===== src/rtl/serial_add_pkg.sv =====
// Shared types and constants for the bit-serial adder controller.
// Latency: n/a (declarations only).
// Backpressure: n/a (declarations only).
package serial_add_pkg;

    // Controller phases: waiting for an operand pair, shifting bits, holding a result.
    typedef enum logic [1:0] {
        IDLE = 2'd0,
        RUN  = 2'd1,
        DONE = 2'd2
    } state_t;

    // Default operand/sum width.
    localparam int SERIAL_ADD_W_DEF = 8;

    // Bit counter width: enough to count W bit positions, never narrower than one bit.
    function automatic int cnt_width(input int w);
        return (w > 1) ? $clog2(w) : 1;
    endfunction

endpackage


===== src/rtl/serial_add_ctrl_full_adder.sv =====
// One-bit full adder shared by the serial controller; S = A^B^Ci, Co = majority.
// Latency: purely combinational, zero cycles.
// Backpressure: none, no storage and no handshake.
module full_adder (
    input  logic A,
    input  logic B,
    input  logic Ci,
    output logic Co,
    output logic S
);

    // Sum and carry-out of a single bit position.
    always_comb begin
        S  = A ^ B ^ Ci;
        Co = (A & B) | (Ci & (A ^ B));
    end

endmodule


===== src/rtl/serial_add_ctrl.sv =====
// Bit-serial W-bit adder: feeds one full_adder LSB-first over W cycles ({cout,sum} = a+b+cin).
// Latency: out_valid rises W cycles after the accept edge; W+2 cycles minimum per operation.
// Backpressure: DONE holds sum/cout stable while out_ready=0; in_ready low until the result is taken.
// Build option: SERIAL_ADD_SUB_EN adds a 'sub' input selecting a - b (cout=1 means no borrow).
module serial_add_ctrl
    import serial_add_pkg::*;
#(
    parameter int W = SERIAL_ADD_W_DEF
) (
    input  logic         clk,
    input  logic         rst,
    input  logic         in_valid,
    output logic         in_ready,
`ifdef SERIAL_ADD_SUB_EN
    input  logic         sub,
`endif
    input  logic [W-1:0] a,
    input  logic [W-1:0] b,
    input  logic         cin,
    output logic         out_valid,
    input  logic         out_ready,
    output logic [W-1:0] sum,
    output logic         cout,
    output logic         busy
);

    localparam int CNT_W = cnt_width(W);
    localparam logic [CNT_W-1:0] CNT_LAST = CNT_W'(W - 1);

    state_t             state_q, state_d;
    logic [W-1:0]       a_sh_q, a_sh_d;
    logic [W-1:0]       b_sh_q, b_sh_d;
    logic [W-1:0]       sum_sh_q, sum_sh_d;
    logic               carry_q, carry_d;
    logic [CNT_W-1:0]   cnt_q, cnt_d;

    logic               fa_s;
    logic               fa_co;
    logic               accept;
    logic               last_bit;
    logic [W-1:0]       b_load;
    logic               carry_load;

    // The single shared bit-slice adder always sees the current LSBs and running carry.
    full_adder u_fa (
        .A  (a_sh_q[0]),
        .B  (b_sh_q[0]),
        .Ci (carry_q),
        .Co (fa_co),
        .S  (fa_s)
    );

    assign accept   = (state_q == IDLE) && in_valid;
    assign last_bit = (cnt_q == CNT_LAST);

    // Operand conditioning at load time: subtraction is a + ~b + 1.
`ifdef SERIAL_ADD_SUB_EN
    always_comb begin
        b_load     = sub ? ~b : b;
        carry_load = sub ? 1'b1 : cin;
    end
`else
    always_comb begin
        b_load     = b;
        carry_load = cin;
    end
`endif

    // State register; reset discards any in-flight operation.
    always_ff @(posedge clk) begin
        if (rst) begin
            state_q <= IDLE;
        end else begin
            state_q <= state_d;
        end
    end

    // Next-state: accept in IDLE, W shift cycles in RUN, wait for the consumer in DONE.
    always_comb begin
        state_d = state_q;
        unique case (state_q)
            IDLE:    if (in_valid)  state_d = RUN;
            RUN:     if (last_bit)  state_d = DONE;
            DONE:    if (out_ready) state_d = IDLE;
            default:                state_d = IDLE;
        endcase
    end

    // Handshake outputs are pure state decodes, no path from in_valid/out_ready.
    always_comb begin
        in_ready  = 1'b0;
        out_valid = 1'b0;
        busy      = 1'b0;
        unique case (state_q)
            IDLE: in_ready = 1'b1;
            RUN:  busy     = 1'b1;
            DONE: begin
                out_valid = 1'b1;
                busy      = 1'b1;
            end
            default: in_ready = 1'b0;
        endcase
    end

    // Datapath next values: load on accept, shift one bit per RUN cycle, otherwise hold.
    always_comb begin
        a_sh_d   = a_sh_q;
        b_sh_d   = b_sh_q;
        sum_sh_d = sum_sh_q;
        carry_d  = carry_q;
        cnt_d    = cnt_q;
        if (accept) begin
            a_sh_d  = a;
            b_sh_d  = b_load;
            carry_d = carry_load;
            cnt_d   = '0;
        end else if (state_q == RUN) begin
            a_sh_d           = a_sh_q >> 1;
            b_sh_d           = b_sh_q >> 1;
            // New sum bit enters at the MSB so after W shifts bit 0 sits at sum_sh[0].
            sum_sh_d         = sum_sh_q >> 1;
            sum_sh_d[W-1]    = fa_s;
            carry_d          = fa_co;
            cnt_d            = cnt_q + CNT_W'(1);
        end
    end

    // Datapath registers; sum and carry double as the held result outside RUN.
    always_ff @(posedge clk) begin
        if (rst) begin
            a_sh_q   <= '0;
            b_sh_q   <= '0;
            sum_sh_q <= '0;
            carry_q  <= 1'b0;
            cnt_q    <= '0;
        end else begin
            a_sh_q   <= a_sh_d;
            b_sh_q   <= b_sh_d;
            sum_sh_q <= sum_sh_d;
            carry_q  <= carry_d;
            cnt_q    <= cnt_d;
        end
    end

    assign sum  = sum_sh_q;
    assign cout = carry_q;

endmodule


===== config.mk =====
export PLATFORM = sky130hd
export DESIGN_NAME = serial_add_ctrl
export DESIGN_NICKNAME = d
export VERILOG_FILES = /design/src/rtl/serial_add_pkg.sv /design/src/rtl/serial_add_ctrl_full_adder.sv /design/src/rtl/serial_add_ctrl.sv
export SDC_FILE = /design/constraint.sdc
export NUM_CORES = 1
export LEC_CHECK = 0
export ABC_CLOCK_PERIOD_IN_PS = 1800
export BUFFER_PORTS_ARGS = -buffer_cell sky130_fd_sc_hd__buf_2
export CORE_MARGIN = 5
export CORE_UTILIZATION = 35
export CTS_CLUSTER_SIZE = 8
export DETAILED_ROUTE_END_ITERATION = 8
export PLACE_DENSITY = 0.66
export REMOVE_ABC_BUFFERS = 1
export SLEW_MARGIN = 15
export SYNTH_ARGS = -nofsm -noshare
export SYNTH_HDL_FRONTEND = slang
export SYNTH_SLANG_ARGS = --single-unit

===== constraint.sdc =====
create_clock -name clk -period 1.8 [get_ports clk]
set_input_delay 0.09 -clock clk [delete_from_list [all_inputs] [get_ports clk]]
set_output_delay 0.09 -clock clk [all_outputs]
set_load 0.005 [all_outputs]

Word level (Yosys, flattened, before mapping)
Index checks and enable logic that the tools add are counted.
{"block": "totals", "regBits": 30, "inputBits": 21, "out_inout_bits": 12, "elab_cells": 39}
{"block": "classes", "addsub": 1, "eq_ne": 6, "n_mux": 13, "bitwise_logic": 6, "n_reduce_logical": 7}
{"cell": "8-bit 2-to-1 mux", "count": 4}
{"cell": "2-bit 2-to-1 mux", "count": 3}
{"cell": "2-bit inequality test, second input constant", "count": 3}
{"cell": "2-bit one-hot mux with 3 select lines", "count": 1}
{"cell": "1-bit 2-to-1 mux", "count": 5}
{"cell": "2-bit OR reduction", "count": 2}
{"cell": "3-bit by 1-bit adder with 3-bit output, second input constant", "count": 1}
{"cell": "3-bit equality test, second input constant", "count": 1}
{"cell": "3-bit AND reduction", "count": 1}
{"cell": "1-bit AND", "count": 2}
{"cell": "2-bit by 1-bit equality test with 1-bit output, second input constant", "count": 1}
{"cell": "2-bit equality test, second input constant", "count": 1}
{"cell": "2-bit logical NOT", "count": 1}
{"cell": "2-bit AND reduction", "count": 1}
{"cell": "2-bit nonzero test", "count": 1}
{"cell": "1-bit bitwise XOR", "count": 2}
{"cell": "1-bit logical AND", "count": 1}
{"cell": "1-bit inverter", "count": 1}
{"cell": "1-bit OR", "count": 1}

Depth between registers and ports, before layout
{"block": "depth", "word_depth": 5, "ltp_mapped": 6, "ltp_nobuf": 5}

Cells and area by module
Synthesis repeated with hierarchy kept, for this count alone.
{"block": "hier_totals", "hier_cells": 133, "area_unflattened_um2": 1332.5}
{"module": "serial_add_ctrl", "instances": 1, "cells_each": 132, "area_each_um2": 1312.5, "seq_area_each_um2": 600.6}
{"module": "full_adder", "instances": 1, "cells_each": 1, "area_each_um2": 20.0, "seq_area_each_um2": 0.0}

Worst setup path after synthesis
No wires, ideal clock.
{"block": "synth_path", "kind": "register to register", "startpoint": "reg state_q[0]", "endpoint": "reg state_q[0]", "setup_time_ps": 72, "arrival_ps": 1330, "required_time_ps": 1728, "setup_slack_ps": 398, "stages_incl_launch_ff": 5, "n_path_buf": 0, "period_less_slack_ps": 1402, "cell_sequence": "dfxtp_1 inv_1 ha_1 a222oi_1 mux2i_1"}
{"block": "synth_between", "elab_chain_len": 3, "word_cells_on_any_way": 8, "cone_classes": "eq/ne: 5; mux: 1; reduce/logical: 2"}
{"item": "from (decl)", "line": "serial_add_ctrl.sv:30", "rtl": "state_t state_q, state_d;"}
{"item": "from (signal assigned)", "line": "serial_add_ctrl.sv:74", "rtl": "state_q <= state_d;"}
{"item": "2-bit by 1-bit equality test with 1-bit output, or another cell as far along", "line": "serial_add_ctrl.sv:81", "rtl": "unique case (state_q)"}
{"item": "2-bit inequality test (no line)"}
{"item": "3-bit AND reduction (no line)"}
Several ways; a longest one is shown, not always the timed one.
A chain may end at the register's enable or synchronous reset.

Worst setup path after layout
{"block": "layout_path", "startpoint": "reg state_q[0]", "endpoint": "reg state_q[1]"}
Same word-level chain as after synthesis.

==> flow_metrics.tcl <==
set metrics [dict create \
    grt_pass1_vias 976 \
    fillers 388 \
    route.antenna.remaining_nets 0 \
    grt_setup_unrepaired "no" \
    post_layout_inst_area_um2 1630 \
    antennaDiodeCount 0 \
    yosysWarnings 0 \
    global_route_wire_length_before_repair_um 4340 \
    overflow 0 \
    min_delay_path_depth 3 \
    register_to_register_path_depth 4 \
    yosys.cell_types.count 19 \
    grt_util_all_layers_pct 11.0 \
    ctsRootBufferMaster "sky130_fd_sc_hd__clkbuf_8" \
    outcome "finished clean" \
    die_h_um 71.7 \
    floorplan.initialDensity_pct 36.1 \
    critical_path_buf_inv_count 1 \
    multi_input_area_um2 667 \
    clk_path_buf_depth 2 \
    seqCellArea_um2 601 \
    worst_ir_drop_on_vdd_uv 814 \
    buffer_ports.inserted 32 \
    setup-violations-final 0 \
    post_cts_setup_driven_buffer_insertion_count 0 \
    crit_family "compound AO/OA/AOI/OAI gates" \
    worst_pin_slew_ns 0.538 \
    place.detailed.hpwl_um 1870 \
    holdWs_ns 0.0650 \
    boundaryPins 33 \
    cellPowerDensity_nw_per_um2 1400 \
    layout.nets 193 \
    post_cts_resized 0 \
    p_sw_share_pct 31.8 \
    power.switching_w 0.000724 \
    first_iter_violations 22 \
    synth_top_area_share_pct 45.1 \
    hold_start "a[7]" \
    routed_wl_um 2620 \
    cts-hold-fix-buffers 0 \
    synth_seq_area_share_pct 45.1 \
    fmax_mhz 645 \
    design.core.area_um2 3690 \
    postSynthRegisterBits 30 \
    critical_path.max_stage_delay_ns 0.50 \
    drt_pre_antenna_iters 4 \
    worst-endpoint-arrival_ns 1.75 \
    slew-limit-headroom_pct 64.1 \
    yosysTopAreaCell "sky130_fd_sc_hd__dfxtp_1" \
    layout-drive-gt1-share_pct 25.9 \
    clkPwrFrac_pct 27.5 \
    hold_violations 0 \
    power.share.combinational_pct 32.7 \
    final.setup.worst_slack_ns 0.250 \
    most-common-layout-cells "sky130_fd_sc_hd__buf_2 (32), sky130_fd_sc_hd__dfxtp_1 (30), sky130_fd_sc_hd__mux2i_1 (27)" \
    flow.area_growth_from_synthesis_pct 22.4 \
    min-delay-path-class "in2reg" \
    maxSlewViolCount 0 \
    tritoncts_clock_tree "yes" \
    detailedPlace.worstSlack_ns 0.251 \
    totalNegativeSetupSlack_ns 0 \
    drv.max_cap_violation_count 0 \
    criticalPathCategory "reg2reg" \
    grt_antenna_before_repair 0 \
    via_total_after_detailed_routing 1004 \
    die_area_um2 5140 \
    drc 0 \
    p_leak_nw 0.706 \
    worstPathRequired_ns 2.00 \
    wl_per_instance_um 12.2 \
    timing.critical_path.from_type "flop" \
    crit-reg2reg-capture "state_q[1]" \
    netlist_area_um2 1330 \
    layout.cells.most_common "sky130_fd_sc_hd__buf_2" \
    seq_power_share_pct 39.8 \
    whs_endpoint "a_sh_q[7]" \
    post_place_cell_area_um2 1520 \
    clk-insertion-delay-late_ns 0.27 \
    setup.reg_to_reg.worst_slack_ns 0.25 \
    finalCritPeriodShare_pct 86.1 \
    cts-buffers-inserted 5 \
    critPathCaptureType "flop" \
    gp_congestion 0.728 \
    synthesized_instance_count 133 \
    crit_fanout 5 \
    power_report.internal_total_w 0.00155 \
    path_cells "inv_1, ha_1, a222oi_1, mux2i_1" \
    layout_min_cycle_time_ns 1.55 \
    synth.top_cells.by_area "sky130_fd_sc_hd__dfxtp_1 (45%), sky130_fd_sc_hd__mux2i_1 (20%), sky130_fd_sc_hd__a211oi_1 (8.5%), sky130_fd_sc_hd__nor2_1 (6.5%), sky130_fd_sc_hd__ha_1 (5.6%)" \
    die_width_um 71.7 \
    crit_slowest_cell "sky130_fd_sc_hd__a222oi_1" \
    clk_pin_slew_ns 0.06 \
    grt_start_max_net_pins 33 \
    via_per_inst 4.69 \
    number_of_cell_rows 22 \
    cts.sinks 30 \
    total_power_w 0.00228 \
    syn-mean-instance-area_um2 10.0 \
    ctsHtreeMaxLevel 2 \
    rr_startpoint "state_q[0]" \
    finClkSkew_ns 0.00481 \
]
-- state kept, by name, indices dropped and copies added (netlist names) --
signal and count:
sum 8, cout 1, b_sh_q 8, a_sh_q 8
cnt_q 3, state_q 2
-- cell usage after synthesis --
cell type                   n
sky130_fd_sc_hd__a211oi_1  15
sky130_fd_sc_hd__a21oi_1    2
sky130_fd_sc_hd__a222oi_1   1
sky130_fd_sc_hd__and2_2     1
sky130_fd_sc_hd__buf_1      2
sky130_fd_sc_hd__buf_2      4
sky130_fd_sc_hd__buf_4      2
sky130_fd_sc_hd__clkbuf_1   1
sky130_fd_sc_hd__dfxtp_1   30
sky130_fd_sc_hd__fa_1       1
sky130_fd_sc_hd__ha_1       6
sky130_fd_sc_hd__inv_1      5
sky130_fd_sc_hd__mux2i_1   27
sky130_fd_sc_hd__nand2_1    3
sky130_fd_sc_hd__nand2b_1   4
sky130_fd_sc_hd__nand3b_1   2
sky130_fd_sc_hd__nor2_1    23
sky130_fd_sc_hd__nor3_1     3
sky130_fd_sc_hd__xnor2_1    1
-- worst reg2reg max path, stage by stage, from the launching register on --
cell                       delay [ns]
sky130_fd_sc_hd__dfxtp_1         0.39
sky130_fd_sc_hd__inv_1           0.09
sky130_fd_sc_hd__ha_1            0.26
sky130_fd_sc_hd__a222oi_1        0.50
sky130_fd_sc_hd__mux2i_1         0.25
-- cells by family after synthesis --
family                   count (synthesis)  share of synthesized area (%)
flip-flops                              30                           45.1
AND/OR/NAND/NOR                         36                           12.0
XOR/XNOR                                 1                          0.657
multiplexers                            27                           20.3
adder cells (fa/ha/maj)                  7                           7.14
buffers and inverters                   14                           4.88
AO/OA/AOI/OAI                           18                           9.95
-- worst max path at each step --
stage,to,slack [ns],start,cells past startpoint
2_1_floorplan,state_q[0],0.13,state_q[1],4
3_3_place_gp,state_q[1],0.39,state_q[0],4
3_5_place_dp,state_q[1],0.25,state_q[0],4
4_1_cts,state_q[1],0.24,state_q[0],4
5_1_grt,a_sh_q[3],0.15,state_q[1],6
6_report,state_q[1],0.25,state_q[0],4
-- routing by layer --
metal	routed length [µm]	track usage (%)	vias to the layer above	part of all wire (%)
met5	0	0	-	0
met4	35	3.76	0	1.3
met3	150	5.47	5	5.7
met2	1300	19.0	23	50
met1	1130	11.5	451	43
li1	-	-	525	-
-- power groups by stage --
stage	Sequential, W	Combinational (W)	Clock [W]
6_report	0.000907	0.000746	0.000626
2_1_floorplan	0.000897	0.000565	0
3_5_place_dp	0.000923	0.000751	0
3_3_place_gp	0.000911	0.000725	0
5_1_grt	0.000931	0.000832	0.000682
4_1_cts	0.000909	0.000759	0.000651
-- area by class of cell --
class | instances | area share, %
tap | 48 | 3.68
timing repair buffer | 34 | 10.7
inverter | 5 | 1.15
multi-input combinational | 89 | 40.9
clock buffer | 8 | 6.75
sequential | 30 | 36.8
-- metrics by stage --
stage	std cells	util [%]
floorplan	124	-
global placement	206	41.2
detailed placement	206	41.2
CTS	214	44.2
global route	214	44.2
finish	214	44.2
(Power assumes the default switching activity.)
